## src/rtl/cntr_dn_tmr.sv

```systemverilog
// Loadable down-counter/timer: valid/ready load, decrement on ce, one-cycle tc at zero.
// Optional periodic mode with `define CNTR_DN_AUTO_RELOAD_EN (DONE reloads the start value).
module cntr_dn_tmr #(
    parameter int WIDTH = 8
) (
    input  logic             clk,
    input  logic             rst,
    input  logic             ce,
    input  logic             ld_valid,
    input  logic [WIDTH-1:0] ld_data,
    output logic             ld_ready,
    input  logic             abort,
    output logic [WIDTH-1:0] out,
    output logic             busy,
    output logic             tc
);

    typedef enum logic [1:0] {
        S_IDLE = 2'd0,
        S_RUN  = 2'd1,
        S_DONE = 2'd2
    } state_t;

    state_t           state_q, state_d;
    logic [WIDTH-1:0] cnt_q, cnt_d;
`ifdef CNTR_DN_AUTO_RELOAD_EN
    logic [WIDTH-1:0] reload_q, reload_d;
`endif

    always_ff @(posedge clk or negedge rst) begin
        if (!rst) begin
            state_q  <= S_IDLE;
            cnt_q    <= '0;
`ifdef CNTR_DN_AUTO_RELOAD_EN
            reload_q <= '0;
`endif
        end else begin
            state_q  <= state_d;
            cnt_q    <= cnt_d;
`ifdef CNTR_DN_AUTO_RELOAD_EN
            reload_q <= reload_d;
`endif
        end
    end

    always_comb begin
        state_d  = state_q;
        cnt_d    = cnt_q;
`ifdef CNTR_DN_AUTO_RELOAD_EN
        reload_d = reload_q;
`endif
        case (state_q)
            S_IDLE: begin
                if (ld_valid) begin
                    cnt_d    = ld_data;
`ifdef CNTR_DN_AUTO_RELOAD_EN
                    reload_d = ld_data;
`endif
                    state_d  = (ld_data == '0) ? S_DONE : S_RUN;
                end
            end
            S_RUN: begin
                // abort wins over ce; leaving RUN at 1->0 means the count never wraps
                if (abort) begin
                    cnt_d   = '0;
                    state_d = S_IDLE;
                end else if (ce) begin
                    cnt_d = cnt_q - WIDTH'(1);
                    if (cnt_q == WIDTH'(1)) begin
                        state_d = S_DONE;
                    end
                end
            end
            S_DONE: begin
`ifdef CNTR_DN_AUTO_RELOAD_EN
                if (abort) begin
                    cnt_d   = '0;
                    state_d = S_IDLE;
                end else if (reload_q == '0) begin
                    state_d = S_DONE;
                end else begin
                    cnt_d   = reload_q;
                    state_d = S_RUN;
                end
`else
                state_d = S_IDLE;
`endif
            end
            default: begin
                cnt_d   = '0;
                state_d = S_IDLE;
            end
        endcase
    end

    // Every output comes straight from a register: no input-to-output path.
    assign out      = cnt_q;
    assign ld_ready = (state_q == S_IDLE);
    assign busy     = (state_q == S_RUN);
    assign tc       = (state_q == S_DONE);

endmodule

```

## config.mk

```make
export PLATFORM = sky130hd
export DESIGN_NAME = cntr_dn_tmr
export DESIGN_NICKNAME = d
export VERILOG_FILES = /design/src/rtl/cntr_dn_tmr.sv
export SDC_FILE = /design/constraint.sdc
export NUM_CORES = 1
export LEC_CHECK = 0
export CORE_MARGIN = 2
export CORE_UTILIZATION = 39
export CTS_CLUSTER_DIAMETER = 80
export DETAILED_ROUTE_END_ITERATION = 10
export PLACE_DENSITY = 0.7
export SLEW_MARGIN = 20
export SYNTH_ARGS = -nofsm -noshare
export SYNTH_HDL_FRONTEND = slang
export SYNTH_SLANG_ARGS = --single-unit
```

## constraint.sdc

```tcl
create_clock -name clk -period 1.7 [get_ports clk]
set_input_delay 0.34 -clock clk [delete_from_list [all_inputs] [get_ports clk]]
set_output_delay 0.34 -clock clk [all_outputs]
set_load 0.02 [all_outputs]
```

-- Word-level counts from Yosys, hierarchy flattened
Index checks and enable logic that the tools add are counted.
- $add $sub $neg: 1
- equality and inequality tests: 6
- mux-type cells: 10
- bitwise gates (word level): 1
- reduce and logical (&&, ||, !) cells: 4
- operators with widths (kind ; number):
    $mux 8 ; 3
    $pmux 8 s3 ; 1
    $mux 2 ; 5
    $eq 8x1->1 const B ; 1
    $logic_not 8->1 ; 1
    $sub 8x1->8 const B ; 1
    $reduce_and 3->1 ; 2
    $pmux 2 s2 ; 1
    $ne 3x2->1 const B ; 1
    $ne 3x3->1 const B ; 1
    $eq 2x1->1 const B ; 1
    $eq 2x2->1 const B ; 1
    $logic_not 2->1 ; 1
    $ne 2x2->1 const B ; 1
    $not 1->1 ; 1
- bits in registers: 10
- output and inout bits: 11
- logic and storage cells: 24

-- Logic depth before layout (Yosys ltp)
Gate-level depths: netlist of run 1.
- depth after elaboration: 5
- mapped depth: 5

-- Least setup slack after synthesis of run 1
Ideal clock, no wire load.
- kind: reg2reg
- from: register cnt_q[0], in the netlist out[0]
- to: register cnt_q[6], in the netlist out[6]
- setup time: 0.069 ns
- arrival time: 1.336 ns
- required time: 1.631 ns
- setup slack: 0.295 ns
- stages on the path, launching flop included: 6
- buffers on the path: 0
- clock period less this slack: 1.405 ns
- cells stage by stage: dfrtp_1 inv_1 ha_1 nand2_1 or4_1 nand3_1
- longest elaborated chain between the ends: 4
- RTL lines (element ; line ; RTL):
    start, declared ; 25 ; logic [WIDTH-1:0] cnt_q, cnt_d;
    start signal, assigned ; 39 ; cnt_q <= cnt_d;
    $sub 8x1->8 ; 68 ; cnt_d = cnt_q - WIDTH'(1);
    $mux 8 ; 67 ; end else if (ce) begin
    $mux 8 ; 64 ; if (abort) begin
    $pmux 8 s3 ; 52 ; case (state_q)
No other way between the ends. The select of a mux whose other input is x is not followed.
A chain may end at the register's enable or synchronous reset.

-- Final worst setup path of run 1
- from: register cnt_q[4], in the netlist out[4]
- to: output port out[4]
- RTL lines (element ; line ; RTL):
    end, declared ; 13 ; output logic [WIDTH-1:0] out,
No word-level cell between the ends.

==> impl_metrics.py, run 1 <==
metrics = {
    "timing": {
        "rsz0062_at_grt": "no",
        "maxSlewViolCount": 0,
        "worstMarginPinSlew_ns": 0.459,
        "clock.fmax_ghz": 0.603,
        "slew_headroom_pct": 69.3,
        "fin_skew_ns": 0.00100,
        "hold_violations": 0,
        "worst_slack_ns": 0.0423,
        "min_period_over_period_pct": 97.5,
        "min_period_ns": 1.66,
        "setup_viol": 0,
    },
    "finish": {
        "fin_util_pct": 61.5,
        "mostFrequentLayoutCell": "clkdlybuf4s50_1",
        "multi_input_area_um2": 424,
        "seq_area_um2": 250,
        "n_antenna_cell": 0,
        "nFillCells": 169,
        "drive_above_1_share_pct": 17.1,
        "design_area_mm2": 0.00105,
        "area_growth_pct": 49.2,
        "nNetsFinal": 127,
        "mostFrequentLayoutCells": "clkdlybuf4s50_1, dfrtp_1, o21ai_0, buf_4",
    },
    "clock_tree": {
        "clk_transition_reported_paths_ns": 0.08,
        "cts_buffers": 3,
        "cts_root_buf": "clkbuf_4",
        "insertion_delay_ns": 0.28,
        "clock_sinks": 10,
        "cts_hold_buf": 0,
        "htreeDepth": 1,
        "clockBufferDepth": 2,
        "cts_setup_buffers": 0,
        "cts_tree": "done",
    },
    "die": {
        "initial_core_util_pct": 41.2,
        "die_area_mm2": 0.00216,
        "die_w_um": 46.5,
        "fp-row-count": 15,
        "pin_count": 24,
        "die_y_um": 46.5,
        "coreArea_mm2": 0.00171,
    },
    "yosys": {
        "yosysSeqAreaShare_pct": 35.5,
        "synth_area_leaders": "dfrtp_1, o21ai_0, nand4bb_4",
        "synthAdderAreaFrac_pct": 3.55,
        "synth_compound_area_share_pct": 26.1,
        "synth-xor-area-share_pct": 1.24,
        "muxShareOfSynthArea_pct": 0,
        "synth.cell_area_um2": 704,
        "synth_top_area_share_pct": 35.5,
        "syn_area_per_cell_um2": 9.15,
        "syn_inst": 77,
        "yosys.area.top_type": "dfrtp_1",
        "synth_edf_count": 0,
        "syn_nets": 92,
        "synth_top_family_by_area": "simple AND/OR/NAND/NOR gates",
        "synth.distinct_cells": 33,
        "synth_ff_type": "dfrtp_1",
        "async_reset_ff_share_pct": 100,
        "ys_ff_latch": 10,
        "synth-simple-area-share_pct": 29.3,
        "yosys_warnings": 0,
    },
    "worst_setup_path": {
        "critPathKind": "reg2out",
        "slowest_delay_ns": 0.63,
        "crit_fanout": 3,
        "worstPathRequired_ns": 1.36,
        "worst_setup_path_end_kind": "primary output",
        "crit_family": "buffers and inverters",
        "crit_path_cell_trace": "clkdlybuf4s50_1",
        "path_buf_inv": 1,
        "reg2regPathDepth": 5,
        "r2r_start": "state_q[1]",
        "critPathSlowestCell": "clkdlybuf4s50_1",
        "r2r_slack_ns": 0.22,
        "crit_arrival_ns": 1.32,
        "reg2reg_to": "out[5]",
        "critPathLaunchType": "flip-flop",
    },
    "global_routing": {
        "grt_antenna_before_repair": 0,
        "grt_pass1_wl_mm": 3.17,
        "grt_max_degree": 12,
        "grt_usage_pct": 21.4,
        "grt_pass1_vias": 673,
        "gr-total-overflow": 0,
    },
    "routing": {
        "ant_nets": 0,
        "vias": 743,
        "drt_iter0_markers": 15,
        "drc": 0,
        "wl_per_cell_um": 14.8,
        "dr.pass1.iters": 4,
        "routed_wl_mm": 2.01,
        "via_per_inst": 5.46,
    },
    "power": {
        "leakage_nw": 0.476,
        "ir_drop_uv": 907,
        "powerDensity_mw_per_mm2": 1660,
        "p_total_mw": 1.74,
    },
    "place": {
        "dpl_worst_slack_ns": -0.0663,
        "dp_hpwl_mm": 1.49,
        "placed_area_mm2": 0.00102,
        "gp_congestion": 0.875,
        "numPortBuffers": 23,
    },
    "outcome": {
        "status": "finished clean",
    },
    "flow_run": {
        "drv_cap": 0,
    },
    "worst_hold_path": {
        "hold_class": "in2async",
    },
}
## metal layers
metal	vias up	track usage (%)	wire length (µm)
li1	364	-	-
met1	358	28.4	954
met2	19	34.2	977
met3	2	5.88	65
met4	0	5.14	17
met5	-	0	0
## through the flow
stage	hold slack [ns]	setup TNS, ns	std cells
6_report	0.374	0	136
5_1_grt	0.395	0	136
4_1_cts	0.387	0	136
3_5_place_dp	0.540	-0.152	132
3_3_place_gp	0.529	-0.0648	132
2_1_floorplan	0.0444	0	77
## synthesized netlist by cell type (3+ instances only)
cell,n
dfrtp_1,10
or4_1,3
a32oi_1,3
inv_1,4
nand3_1,3
nor2_1,7
a21oi_1,4
nand2_1,5
o21ai_0,9
## cell families (layout without fill, tap and decap cells)
logic type | count (synthesis) | count (layout)
AO/OA/AOI/OAI | 27 | 27
XOR/XNOR | 1 | 1
adder cells (fa/ha/maj) | 2 | 2
buffers and inverters | 6 | 40
flip-flops | 10 | 10
AND/OR/NAND/NOR | 31 | 31
## area by class of cell
class | count | share of cell area [%]
Tap cell | 25 | 2.98
Sequential cell | 10 | 23.8
Inverter | 4 | 1.43
Timing Repair Buffer | 32 | 28.0
Multi-Input combinational cell | 61 | 40.4
Clock buffer | 4 | 3.45
## power by group
group	internal (mW)	leakage (nW)	switching, mW
clock network	0.130	0.0210	0.101
registers	0.341	0.127	0.149
logic	0.450	0.328	0.571
## flip-flops by register name (all words and copies together) (netlist names)
name / count
out: 8
state_q: 2
## what timing repair did
action                     CTS  global route
setup endpoints to repair    7             2
gates cloned                 0             0
resized for setup            7             2
## worst max path at each step
| stage | start | endpoint | slack, ns | cells past startpoint |
|---|---|---|---|---|
| after CTS | out[5] | out[5] | 0.03 | 1 |
| after global placement | ce | out[5] | -0.03 | 5 |
| after floorplan | out[0] | out[6] | 0.30 | 5 |
| after detailed placement | ld_data[5] | state_q[1] | -0.07 | 5 |
| after global routing | state_q[1] | busy | 0.002 | 2 |
| final | out[4] | out[4] | 0.04 | 1 |
Note: power is estimated with default switching activity, not from simulation.
==> run 2, diff against run 1 <==
HOLD_SLACK_MARGIN = 0.12   (was unset)
==> results of run 2 <==
Same layout as run 1: the final DEF is identical, and so are final timing and power.
